[config.mk]
export PLATFORM = sky130hd
export DESIGN_NAME = regfile_sb
export DESIGN_NICKNAME = d
export VERILOG_FILES = /design/src/rtl/regfile_pkg.sv /design/src/rtl/regfile_scoreboard.sv /design/src/rtl/regfile_sb.sv
export SDC_FILE = /design/constraint.sdc
export NUM_CORES = 2
export LEC_CHECK = 0
export BUFFER_PORTS_ARGS = -buffer_cell sky130_fd_sc_hd__buf_4
export CORE_ASPECT_RATIO = 1.5
export CORE_MARGIN = 2
export CORE_UTILIZATION = 58
export DETAILED_ROUTE_END_ITERATION = 8
export MAX_ROUTING_LAYER = met4
export PLACE_DENSITY = 0.79
export RECOVER_POWER = 100
export SETUP_SLACK_MARGIN = 0.4
export SLEW_MARGIN = 0
export SYNTH_ARGS = -nofsm -noshare
export SYNTH_HDL_FRONTEND = slang
export SYNTH_HIERARCHICAL = 1
export SYNTH_SLANG_ARGS = --single-unit
[constraint.sdc]
create_clock -name clk -period 43.3 [get_ports clk]
set_clock_uncertainty 0.2 [all_clocks]
set_input_delay 12.99 -clock clk [delete_from_list [all_inputs] [get_ports clk]]
set_output_delay 12.99 -clock clk [all_outputs]
set_load 0.01 [all_outputs]
[src/rtl/regfile_pkg.sv]
// regfile_pkg: shared types and defaults for the BFNP integer register file.
// Optional same-cycle write-to-read bypass is enabled by REGFILE_BYPASS_EN.
package regfile_pkg;

  localparam int XLEN_DEF  = 32;
  localparam int NREGS_DEF = 32;

  typedef logic [XLEN_DEF-1:0]          xword_t;
  typedef logic [$clog2(NREGS_DEF)-1:0] raddr_t;

  localparam raddr_t REG_ZERO = '0;

endpackage

[src/rtl/regfile_scoreboard.sv]
// regfile_scoreboard: busy vector, outstanding-write counter and issue gate.
// Register 0 is never tracked and never counted.
import regfile_pkg::*;

module regfile_scoreboard #(
  parameter int NREGS    = NREGS_DEF,
  parameter int MAX_PEND = 4,
  parameter int ADDR_W   = $clog2(NREGS),
  parameter int CNT_W    = $clog2(MAX_PEND + 1)
) (
  input  logic              clk,
  input  logic              rst,
  input  logic              iss_valid_i,
  input  logic [ADDR_W-1:0] iss_rd_i,
  input  logic              wb_valid_i,
  input  logic [ADDR_W-1:0] wb_rd_i,
  input  logic              flush_i,
  output logic [NREGS-1:0]  busy_o,
  output logic              iss_ready_o,
  output logic [CNT_W-1:0]  pend_cnt_o
);

  localparam logic [CNT_W-1:0] MAX_C = CNT_W'(MAX_PEND);
  localparam logic [ADDR_W-1:0] ZERO_A = ADDR_W'(REG_ZERO);

  logic [NREGS-1:0] busy_q, busy_d;
  logic [CNT_W-1:0] cnt_q, cnt_d;
  logic             iss_cnt;
  logic             wb_cnt;

  always_comb begin
    iss_ready_o = (cnt_q < MAX_C) & ~flush_i;
    iss_cnt     = iss_valid_i & iss_ready_o
                & (iss_rd_i != ZERO_A);
    wb_cnt      = wb_valid_i & (wb_rd_i != ZERO_A);
    cnt_d       = cnt_q;
    busy_d      = busy_q;
    if (flush_i) begin
      cnt_d  = '0;
      busy_d = '0;
    end else begin
      if (iss_cnt && !wb_cnt)
        cnt_d = cnt_q + 1'b1;
      else if (wb_cnt && !iss_cnt && cnt_q != '0)
        cnt_d = cnt_q - 1'b1;
      // issue after write-back: a new producer wins on the same rd
      if (wb_cnt)
        busy_d[wb_rd_i] = 1'b0;
      if (iss_cnt)
        busy_d[iss_rd_i] = 1'b1;
    end
    busy_d[0] = 1'b0;
  end

  always_ff @(posedge clk or posedge rst) begin
    if (rst) begin
      busy_q <= '0;
      cnt_q  <= '0;
    end else begin
      busy_q <= busy_d;
      cnt_q  <= cnt_d;
    end
  end

  assign busy_o     = busy_q;
  assign pend_cnt_o = cnt_q;

endmodule

[src/rtl/regfile_sb.sv]
// regfile_sb: register file with RAW scoreboard and throttled issue.
// Define REGFILE_BYPASS_EN for zero-latency write-to-read forwarding.
import regfile_pkg::*;

module regfile_sb #(
  parameter int XLEN     = XLEN_DEF,
  parameter int NREGS    = NREGS_DEF,
  parameter int NRD      = 2,
  parameter int MAX_PEND = 4,
  localparam int ADDR_W  = $clog2(NREGS),
  localparam int CNT_W   = $clog2(MAX_PEND + 1)
) (
  input  logic                  clk,
  input  logic                  rst,
  input  logic [NRD*ADDR_W-1:0] rd_addr,
  output logic [NRD*XLEN-1:0]   rd_data,
  output logic [NRD-1:0]        rd_busy,
  input  logic                  iss_valid,
  input  logic [ADDR_W-1:0]     iss_rd,
  output logic                  iss_ready,
  input  logic                  wb_valid,
  input  logic [ADDR_W-1:0]     wb_rd,
  input  logic [XLEN-1:0]       wb_data,
  input  logic                  flush,
  output logic [CNT_W-1:0]      pend_cnt
);

  localparam logic [ADDR_W-1:0] ZERO_A = ADDR_W'(REG_ZERO);

  logic [XLEN-1:0]  regs_q [NREGS];
  logic [NREGS-1:0] busy;
  logic             wr_en;

  assign wr_en = wb_valid & (wb_rd != ZERO_A);

  // regs_q[0] is reset to zero and never written
  always_ff @(posedge clk or posedge rst) begin
    if (rst)
      regs_q <= '{default: '0};
    else if (wr_en)
      regs_q[wb_rd] <= wb_data;
  end

  regfile_scoreboard #(
    .NREGS    (NREGS),
    .MAX_PEND (MAX_PEND),
    .ADDR_W   (ADDR_W),
    .CNT_W    (CNT_W)
  ) u_sb (
    .clk         (clk),
    .rst         (rst),
    .iss_valid_i (iss_valid),
    .iss_rd_i    (iss_rd),
    .wb_valid_i  (wb_valid),
    .wb_rd_i     (wb_rd),
    .flush_i     (flush),
    .busy_o      (busy),
    .iss_ready_o (iss_ready),
    .pend_cnt_o  (pend_cnt)
  );

  for (genvar i = 0; i < NRD; i++) begin : g_rd
    logic [ADDR_W-1:0] a;
    assign a = rd_addr[i*ADDR_W +: ADDR_W];
`ifdef REGFILE_BYPASS_EN
    logic hit;
    assign hit = wr_en & ~rst & (wb_rd == a);
    assign rd_data[i*XLEN +: XLEN] = hit ? wb_data : regs_q[a];
    assign rd_busy[i] = busy[a] & ~hit;
`else
    assign rd_data[i*XLEN +: XLEN] = regs_q[a];
    assign rd_busy[i] = busy[a];
`endif
  end

endmodule

== Word level (Yosys, flattened, before mapping) ==
Index checks and enable logic that the tools add are counted.

* Register bits after elaboration: 1058
* Output and inout bits: 70
* Word-level logic and storage cells: 94

* Reduce and logical (&&, ||, !) cells: 12
* Magnitude comparators: 11
* Bitwise operators: 11
* Muxes and demuxes: 24
* $add $sub $neg: 2

{| class="wikitable"
|+ Operators by type and width
! operator !! count
|-
| bitwise mux 1024 bit || 1
|-
| binary-select mux 32 bit (select 5 bit) || 2
|-
| two-way mux 32 bit || 9
|-
| demux 32 bit (select 5 bit) || 1
|-
| bitwise AND 32 bit || 1
|-
| NOT 32 bit || 1
|-
| OR 32 bit || 1
|-
| less-than comparator 5 x 6 -> 1 bit, second input constant || 4
|-
| >= comparator 6 bit, second input constant || 3
|-
| NOT 5 -> 6 bit || 3
|-
| binary-select mux 1 bit (select 5 bit) || 2
|-
| demux 1 bit (select 5 bit) || 2
|-
| >= comparator 5 x 1 -> 1 bit, second input constant || 2
|-
| nonzero test 5 bit || 2
|-
| two-way mux 3 bit || 3
|-
| logical AND 1 bit || 6
|-
| less-than comparator 6 x 1 -> 1 bit, second input constant || 1
|-
| nonzero test 3 bit || 2
|-
| bitwise AND 1 bit || 4
|-
| two-way mux 1 bit || 4
|-
| adder 3 x 1 -> 3 bit, second input constant || 1
|-
| less-than comparator 3 bit, second input constant || 1
|-
| subtractor 3 x 1 -> 3 bit, second input constant || 1
|-
| logical NOT 1 bit || 2
|-
| NOT 1 bit || 1
|}

== Logic depth before layout (Yosys ltp) ==
* Depth after elaboration: 11
* Depth in mapped cells: 8
* Depth with buffers taken out: 7

== By module ==
Netlist, hierarchy kept.

{| class="wikitable"
|+ By module, submodules not included
! module !! area an instance (sq um) !! sequential area each (sq um) !! cells an instance !! instances
|-
| regfile_sb || 56523.0 || 25624.6 || 4680 || 1
|-
| regfile_scoreboard || 1712.9 || 850.8 || 195 || 1
|}

== Worst setup path before layout ==
No wires, ideal clock.

* Kind: in2out
* From: input rd_addr[1]
* To: output rd_data[16]
* Data required time: 30.110 ns
* Path slack: 15.935 ns
* Arrival: 14.175 ns
* Buffers on the path: 4
* Cell stages on the path: 8
* Path through: buf_2 > buf_4 > buf_4 > buf_4 > mux2i_1 > a22oi_1 > a31oi_1 > nand3_1

* Cells in the longest elaborated chain, start to end: 4

{| class="wikitable"
|+ Ends and longest elaborated chain
! what !! line !! RTL
|-
| from (decl) || regfile_sb.sv:15 || <nowiki>input logic [NRD*ADDR_W-1:0] rd_addr,</nowiki>
|-
| NOT 5 -> 6 bit (not written as such) || regfile_sb.sv:71 || <nowiki>assign rd_data[i*XLEN +: XLEN] = regs_q[a];</nowiki>
|-
| binary-select mux 32 bit (select 5 bit) || regfile_sb.sv:71 ||
|-
| two-way mux 32 bit (not written as such) (2 in a row) || regfile_sb.sv:71 ||
|-
| to (decl) || regfile_sb.sv:16 || <nowiki>output logic [NRD*XLEN-1:0] rd_data,</nowiki>
|}

Every way passes these cells. The select of a mux whose other input is x is not followed.

== Final worst setup path ==
* From: input rd_addr[6]
* To: output rd_data[37]

Same word-level chain as after synthesis.

==> results.json <==
{
  "outcome": "complete, but fails checks",
  "violations": "max-capacitance violations, max-slew violations",
  "tns_ps": 0,
  "min_from": "regs_q[1016]$_DFFE_PP0P_",
  "path_class": "input port to output port",
  "r2r_cells": 5,
  "hold_end": "regs_q[1016]$_DFFE_PP0P_",
  "maxCapViolations": 60,
  "final_cell_mix": "mux2i_1, dfrtp_1, mux2_2",
  "rows": 142,
  "yosys_warnings": 6,
  "ir_drop_uv": 40.8,
  "drc": 0,
  "hpwl_mm": 92.3,
  "synthFlopType": "dfrtp_1",
  "syn_avg_cell_area_um2": 11.9,
  "ant_nets": 0,
  "die_area_um2": 103000,
  "multiInputGateArea_um2": 29100,
  "synth-seq-cells": 1058,
  "synth_top_area_share_pct": 45.5,
  "seq_area_frac_synth_pct": 45.5,
  "cp_num_cells": 8,
  "cts_hold_buf": 0,
  "viasPerCell": 6.87,
  "setup_viol": 0,
  "synth_area_um2": 58200,
  "post_cts_resized": 0,
  "yosysTopAreaCell": "dfrtp_1",
  "hold_path.class": "register to register",
  "synth-edff-count": 0,
  "initialDrtViolationCount": 4748,
  "synth_cells": 4875,
  "drive_gt1_share_pct": 26.4,
  "clock.fmax_mhz": 27.3,
  "crit_buf_inv": 4,
  "timing.rr.end": "u_sb/pend_cnt_o[1]$_DFFE_PP0P_",
  "r2r_slack_ps": 41280,
  "grt_setup_unrepaired": "no",
  "final-max-slew-violation-count": 2425,
  "total_power_mw": 2.82,
  "place_congestion": 0.867,
  "dr_total_vias": 41737,
  "cp_max_fo": 107,
  "fin_crit_sh_pct": 84.7,
  "avgRoutedWirePerCell_um": 29.1,
  "h-tree-depth": 3,
  "clkSinkCount": 1058,
  "p_leak_nw": 29.1,
  "pin_count": 127,
  "hold_depth": 0,
  "power_density_nw_per_um2": 45.5,
  "cts_root_buffer": "clkbuf_16",
  "start_util_pct": 58.4,
  "clockBufferDepth": 3,
  "grt_pass1_vias": 42466,
  "min_period_ps": 36680,
  "num-nets-final": 4747,
  "synth_nets": 4933,
  "cts_buffers": 104,
  "track_usage_pct": 34.9,
  "cts_setup_buffers": 0,
  "drt-total-wl_mm": 177,
  "start_kind": "input port",
  "fp.dieH_um": 392,
  "hold_violations": 0,
  "crit_chain": "clkbuf_1 -> clkbuf_1 -> buf_4 -> mux2i_1 -> a22oi_1 -> a31oi_1 -> nand3_1 -> clkbuf_1",
  "worst_slew_pin_slew_ps": 9120,
  "r2r_start": "u_sb/pend_cnt_o[2]$_DFFE_PP0P_",
  "antenna_found_initial": 6,
  "synthTopCellsByArea": "dfrtp_1, mux2_2, mux2i_1, a22oi_1, a22o_1",
  "fp.dieW_um": 263,
  "worstPathRequired_ps": 30110,
  "drt_pass1_iterations": 6,
  "regArea_um2": 26500,
  "synth_cell_types": 47,
  "crit_top_cell": "clkbuf_1",
  "grt_max_degree": 172,
  "clk_latency_ps": 690,
  "crit_arrival_ps": 23490,
  "area_growth_pct": 6.47,
  "io_buffers": 126,
  "crit_path_end_kind": "output port",
  "cts_tree": "done",
  "grt.overflow.total": 0,
  "crit_slowest_cell": "clkbuf_1",
  "async_flop_share_pct": 100,
  "crit_family": "buffers and inverters",
  "grt_first_pass_wirelength_mm": 264,
  "cts.clk_slew.worst_paths_ps": 60,
  "fill_cells": 7733,
  "core_um2": 99700,
  "critPathMaxStageDelay_ps": 5530,
  "slew_headroom_pct": -508
}
[worst max-delay path by stage]
stage / start / end / slack, ps
after detailed placement: rd_addr[6] / rd_data[34] / 12200
after CTS: rd_addr[6] / rd_data[34] / 12180
after floorplan: rst / regs_q[0]$_DFFE_PP0P_ / 1290
after global placement: rd_addr[6] / rd_data[34] / 12220
final: rd_addr[6] / rd_data[37] / 6620
after global routing: rd_addr[6] / rd_data[43] / 6360
[metrics by stage]
stage | hold slack, ps | std cells | cell area [um2] | setup WS (ps) | util [%]
floorplan | 249 | 4875 | 58200 | 1290 | -
global placement | 184 | 5879 | 59000 | 12220 | 59.2
detailed placement | 191 | 5879 | 59000 | 12200 | 59.2
CTS | 204 | 6071 | 62600 | 12180 | 62.8
global route | 211 | 6077 | 62000 | 6360 | 62.2
finish | 203 | 6078 | 62000 | 6620 | 62.2
[Yosys cell counts, types with 3 or more instances]
master / count
o21ai_0: 32
nor3_1: 69
nand2b_1: 6
nor2_4: 16
dfrtp_1: 1058
a22oi_1: 198
inv_1: 4
nor2b_1: 6
mux2_1: 37
mux2i_1: 1058
a22o_1: 132
buf_2: 124
and2_1: 3
buf_4: 69
a31oi_1: 67
clkbuf_1: 223
nor3b_2: 3
nand3b_1: 10
a21oi_1: 230
nor2_1: 14
or3b_2: 3
nand3_1: 204
mux2_2: 956
or2_2: 3
buf_6: 45
nand2_1: 252
buf_1: 33
[power breakdown]
| part | switching, mW | total (mW) | internal (mW) |
|---|---|---|---|
| logic | 0.266 | 0.552 | 0.287 |
| registers | 0.142 | 1.31 | 1.17 |
| clock network | 0.403 | 0.952 | 0.549 |
| total | 0.811 | 2.82 | 2.01 |
[final cells by class]
cell class | instances | area share, %
Sequential cell | 1058 | 42.7
Multi-Input combinational cell | 3318 | 46.9
Tap cell | 1296 | 2.62
Antenna cell | 7 | 0.0283
Clock buffer | 157 | 5.07
Clock inverter | 35 | 0.698
Inverter | 4 | 0.0262
Timing Repair Buffer | 203 | 1.92
[per-layer routing]
metal,global-route usage (%),wire (um)
met1,41.0,66500
met3,6.24,14600
met4,19.7,10600
met5,-,0
met2,56.9,85100
[flip-flops by register name, summed over array words and instances (netlist names)]
signal / flops
regs_q: 1024
u_sb/busy_o: 31
u_sb/pend_cnt_o: 3
[cell families (layout without fill, tap and decap cells)]
group,count (synthesis),in the layout,synth area share (%)
buf+inv,499,399,4.52
other cells,1,8,0.00644
mux,2051,2051,37.4
xor+xnor,1,1,0.0150
flops,1058,1058,45.5
fa+ha+maj,1,1,0.0344
compound gates,668,668,7.67
simple gates,596,596,4.90
No activity file was read; power rests on OpenSTA's default activity.
